File: src/rtl/ahb_pkg.sv
// Shared AHB-Lite constants and the enumerations used by the response mux.
package ahb_pkg;

   localparam logic [1:0] HTRANS_IDLE   = 2'd0;
   localparam logic [1:0] HTRANS_BUSY   = 2'd1;
   localparam logic [1:0] HTRANS_NONSEQ = 2'd2;
   localparam logic [1:0] HTRANS_SEQ    = 2'd3;

   localparam logic HRESP_OKAY  = 1'b0;
   localparam logic HRESP_ERROR = 1'b1;

   // Which slave owns the current data phase.
   typedef enum logic [1:0] {
      DSEL_NONE,
      DSEL_ROM,
      DSEL_RAM,
      DSEL_DEF
   } dsel_e;

   // Default slave: idle, or one of the two cycles of the ERROR response.
   typedef enum logic [1:0] {
      DS_IDLE,
      DS_ERR1,
      DS_ERR2
   } ds_state_e;

endpackage

File: src/rtl/ahb_default_slave.sv
// Default slave: answers every accepted transfer to unmapped space with
// the two-cycle AHB ERROR response (wait + ERROR, then ready + ERROR).
module ahb_default_slave
   import ahb_pkg::*;
(
   input  logic HCLK,
   input  logic HRESETn,
   input  logic sel_accept,
   output logic HREADYOUT,
   output logic HRESP
);

   ds_state_e state, state_next;

   // State register.
   always_ff @(posedge HCLK or negedge HRESETn) begin
      if (!HRESETn) begin
         state <= DS_IDLE;
      end else begin
         state <= state_next;
      end
   end

   // Next-state and response outputs.
   always_comb begin
      state_next = state;
      HREADYOUT  = 1'b1;
      HRESP      = HRESP_OKAY;
      unique case (state)
         DS_IDLE: begin
            if (sel_accept) state_next = DS_ERR1;
         end
         DS_ERR1: begin
            HREADYOUT  = 1'b0;
            HRESP      = HRESP_ERROR;
            state_next = DS_ERR2;
         end
         DS_ERR2: begin
            HRESP      = HRESP_ERROR;
            state_next = sel_accept ? DS_ERR1 : DS_IDLE;
         end
         default: state_next = DS_IDLE;
      endcase
   end

endmodule

File: src/rtl/ahb_resp_mux.sv
// AHB-Lite data-phase response mux with built-in default slave. The slave
// selected at address-phase acceptance drives HRDATA/HREADY/HRESP during
// the following data phase; unmapped NONSEQ/SEQ transfers get ERROR.
module ahb_resp_mux
   import ahb_pkg::*;
#(
   parameter int unsigned DATA_W = 32
) (
   input  logic              HCLK,
   input  logic              HRESETn,
   input  logic              HSEL1,
   input  logic              HSEL2,
   input  logic [1:0]        HTRANS,
   input  logic [DATA_W-1:0] HRDATA1,
   input  logic              HREADYOUT1,
   input  logic              HRESP1,
   input  logic [DATA_W-1:0] HRDATA2,
   input  logic              HREADYOUT2,
   input  logic              HRESP2,
   output logic [DATA_W-1:0] HRDATA,
   output logic              HREADY,
   output logic              HRESP
);

   dsel_e dsel, dsel_next;
   logic  active_trans;
   logic  def_accept;
   logic  def_readyout;
   logic  def_resp;

   assign active_trans = (HTRANS == HTRANS_NONSEQ) || (HTRANS == HTRANS_SEQ);

   // Address-phase decode; ROM wins if the decoder raises both selects.
   always_comb begin
      dsel_next = DSEL_NONE;
      if (HSEL1) begin
         dsel_next = DSEL_ROM;
      end else if (HSEL2) begin
         dsel_next = DSEL_RAM;
      end else if (active_trans) begin
         dsel_next = DSEL_DEF;
      end
   end

   // Data-phase select register, loaded only on an accepting edge.
   always_ff @(posedge HCLK or negedge HRESETn) begin
      if (!HRESETn) begin
         dsel <= DSEL_NONE;
      end else if (HREADY) begin
         dsel <= dsel_next;
      end
   end

   assign def_accept = HREADY && (dsel_next == DSEL_DEF);

   ahb_default_slave u_default_slave (
      .HCLK       (HCLK),
      .HRESETn    (HRESETn),
      .sel_accept (def_accept),
      .HREADYOUT  (def_readyout),
      .HRESP      (def_resp)
   );

   // Response mux; NONE gives a zero-wait OKAY for IDLE/BUSY to unmapped space.
   always_comb begin
      HRDATA = '0;
      HREADY = 1'b1;
      HRESP  = HRESP_OKAY;
      unique case (dsel)
         DSEL_ROM: begin
            HRDATA = HRDATA1;
            HREADY = HREADYOUT1;
            HRESP  = HRESP1;
         end
         DSEL_RAM: begin
            HRDATA = HRDATA2;
            HREADY = HREADYOUT2;
            HRESP  = HRESP2;
         end
         DSEL_DEF: begin
            HREADY = def_readyout;
            HRESP  = def_resp;
         end
         default: ;
      endcase
   end

endmodule

File: config.mk
export PLATFORM = sky130hd
export DESIGN_NAME = ahb_resp_mux
export DESIGN_NICKNAME = d
export VERILOG_FILES = /design/src/rtl/ahb_pkg.sv /design/src/rtl/ahb_default_slave.sv /design/src/rtl/ahb_resp_mux.sv
export SDC_FILE = /design/constraint.sdc
export NUM_CORES = 1
export LEC_CHECK = 0
export ABC_AREA = 1
export CAP_MARGIN = 20
export CORE_MARGIN = 2
export CORE_UTILIZATION = 28
export DETAILED_ROUTE_END_ITERATION = 10
export PLACE_DENSITY = 0.86
export SLEW_MARGIN = 20
export SYNTH_ARGS = -nofsm -noshare
export SYNTH_HDL_FRONTEND = slang
export SYNTH_SLANG_ARGS = --single-unit
File: constraint.sdc
create_clock -name HCLK -period 2.7 [get_ports HCLK]
set_clock_uncertainty 0.15 [all_clocks]
set_input_delay 0.81 -clock HCLK [delete_from_list [all_inputs] [get_ports HCLK]]
set_output_delay 0.81 -clock HCLK [all_outputs]
set_load 0.02 [all_outputs]
==> impl_metrics.toml <==
[floorplan]
placementRows = 20
start_util = 0.2917
die_w_um = 59.93
die_height_um = 59.93
core_area_um2 = 3003
io_pins = 108
die-area_um2 = 3592

[worst_setup_path]
critical_path.startpoint = "HRDATA1[21]"
regToRegStartpoint = "dsel[1]$_DFFE_PN0P_"
cp-start-kind = "input pin"
path_class = "in -> out"
crit_required_ns = 1.74
path_max_fanout = 1
crit_arrival_ns = 1.66
endpoint_kind = "output port"

[detailed_routing]
drtIter0Drc = 62
routed_wl_um = 3406
drc_errors = 0
vias_per_cell = 4.623
drtAntennaViolNets = 0
wire_per_inst_um = 11.47
first_pass_iters = 4
vias = 1373

[yosys]
ys_async_sr_fraction = 1.000
synth.largest_area_cell = "nand2_1"
ys_warn_count = 0
synthTopCellsByCount = "nand2_1, a21oi_1, ha_1, inv_1, buf_2"
yosys.area_share.simple = 0.4257
netlist-cell-type-count = 18
synth_most_common_cell = "nand2_1"
synth_xor_xnor_area_share = 0
synth_edf_count = 0
synth_compound_area_frac = 0.2157
syn-num-nets = 241
ys.flop_type = "dfrtp_1"
synthCells = 158
ys_seq_elements = 4
synthMuxAreaShare = 0
yosys.area_share.adder = 0.1286
synth_area_leaders = "nand2_1, a21oi_1, ha_1"
yosysTopAreaCellShare = 0.3214
synth_area_um2 = 875.8
syn_area_per_cell_um2 = 5.543
synth_seq_area_share = 0.1143
synth_top_family_by_area = "simple AND/OR/NAND/NOR gates"

[global_routing]
grt_pass1_vias = 1154
track_usage = 0.1727
grt_overflow = 0
grt_pass1_wl_um = 4892
grt_max_degree = 33
antenna_found_initial = 0

[clock_network]
cts_sinks = 4
clk_path_buf_depth = 2
clk_latency_ns = 0.23
htree_levels = 1
clk_pin_slew_worst_paths_ns = 0.03
cts_buffers = 3
holdBufCountCts = 0
root_buffer = "clkbuf_4"
cts_setup_buffers = 0
cts_tree = "done"

[sta]
slew_headroom = 0.8671
setup_ws_ns = 0.07587
final.min_clock_period_ns = 2.624
setup_viol = 0
rsz0062_at_grt = "no"
fin_crit_sh = 0.9719
max_freq_mhz = 381.1
setup-tns-final_ns = 0
maxSlewViolCount = 0
max_slew.worst_pin.slew_ns = 0.1983
finalHoldViolCount = 0

[final_layout]
fin_util = 0.6208
syn_to_final_growth_pct = 112.9
diodes = 0
drive_above_1_share = 0.1970
fin_nets = 349
design_area_um2 = 1864

[power]
pwr-share-clk = 0.040
netSwitchingPower_mw = 1.058
power.leakage_nw = 0.8888
p_seq_frac = 0.059
comb_power_share = 0.901
p_sw_frac = 0.5804
p_int_mw = 0.7647
peakVddDrop_v = 0.0007964
power_density_nw_per_um2 = 977.7
power_mw = 1.823

[min_path]
hp-class = "reg -> reg"
min_from = "u_default_slave.state[1]$_DFFE_PN0P_"

[placement]
io_buffers = 106
place.gp.congestion = 0.8068
place_area_um2 = 2012
place_hpwl_um = 2749
place_ws_ns = -0.3700

[flow_run]
cap_violations = 0

[run_status]
status = "finished clean"
-- final timing paths --
check / end / slack [ns] / cells past startpoint
worst min register to register: u_default_slave.state[1]$_DFFE_PN0P_ / 0.42 / 2
min in group asynchronous: dsel[1]$_DFFE_PN0P_ / 0.63 / 1
max in group asynchronous: u_default_slave.state[1]$_DFFE_PN0P_ / 1.59 / 1
worst max register to register: u_default_slave.state[1]$_DFFE_PN0P_ / 1.01 / 10
worst min-delay path: u_default_slave.state[1]$_DFFE_PN0P_ / 0.42 / 2
worst max-delay path: HRDATA[21] / 0.08 / 4
-- worst max-delay path, stage by stage --
cell             delay (ns)
clkdlybuf4s50_1        0.48
nand2_1                0.05
a21oi_1                0.14
buf_2                  0.18
-- cell families after synthesis --
group / after synthesis
and+or+nand+nor: 87
AOI/OAI and AO/OA: 37
buffers and inverters: 21
adders and majority gates: 9
DFF: 4
-- registers in the layout, indices dropped and copies added (netlist names) --
signal,cells
dsel,2
u_default_slave.state,2
-- area by class of cell --
class | instances | area, um^2
clock buffer | 3 | 22.52
sequential | 4 | 100.1
inverter | 10 | 37.54
tap | 33 | 41.29
fill | 309 | 1139
multi-input combinational | 133 | 674.4
timing repair buffer | 114 | 988.4
-- power groups by stage --
stage | combinational, mW | clock (mW) | sequential, mW
5_1_grt | 1.80 | 0.0813 | 0.112
6_report | 1.64 | 0.0728 | 0.108
4_1_cts | 1.80 | 0.0784 | 0.109
2_1_floorplan | 1.04 | 0 | 0.104
3_3_place_gp | 1.89 | 0 | 0.108
3_5_place_dp | 1.90 | 0 | 0.109
-- cells in the final DEF, fill, tap and decap left out, drive strengths merged --
cell type      Yosys  layout
nand2             78      78
ha                 9       9
clkbuf             3       3
clkdlybuf4s50      0      72
o21ai              4       4
nand4              1       1
inv               10      10
buf                8      42
a21oi             33      33
nand3              4       4
nor3               1       1
dfrtp              4       4
nor2               3       3
-- timing repair --
| action | in CTS | in global routing |
|---|---|---|
| gates resized for setup | 108 | 28 |
| endpoints found under the hold margin | 0 | 0 |
| setup endpoints to repair | 34 | 28 |
-- layer usage --
metal  vias up  share of wire  global-route usage  wire, um
met3         0           0.11             0.04545       375
met2        71           0.48              0.3199      1641
met1       590           0.41              0.1977      1389
met4         0              0             0.03175         0
met5         -              0                   0         0
li1        712              -                   -         -
-- through the flow --
step / cells / hold WS, ns
after floorplan: 158 / 0.3644
after global placement: 294 / 0.4167
after detailed placement: 294 / 0.4210
after CTS: 297 / 0.4284
after global routing: 297 / 0.4673
final: 297 / 0.4241
Note: power is estimated with default switching activity, not from simulation.
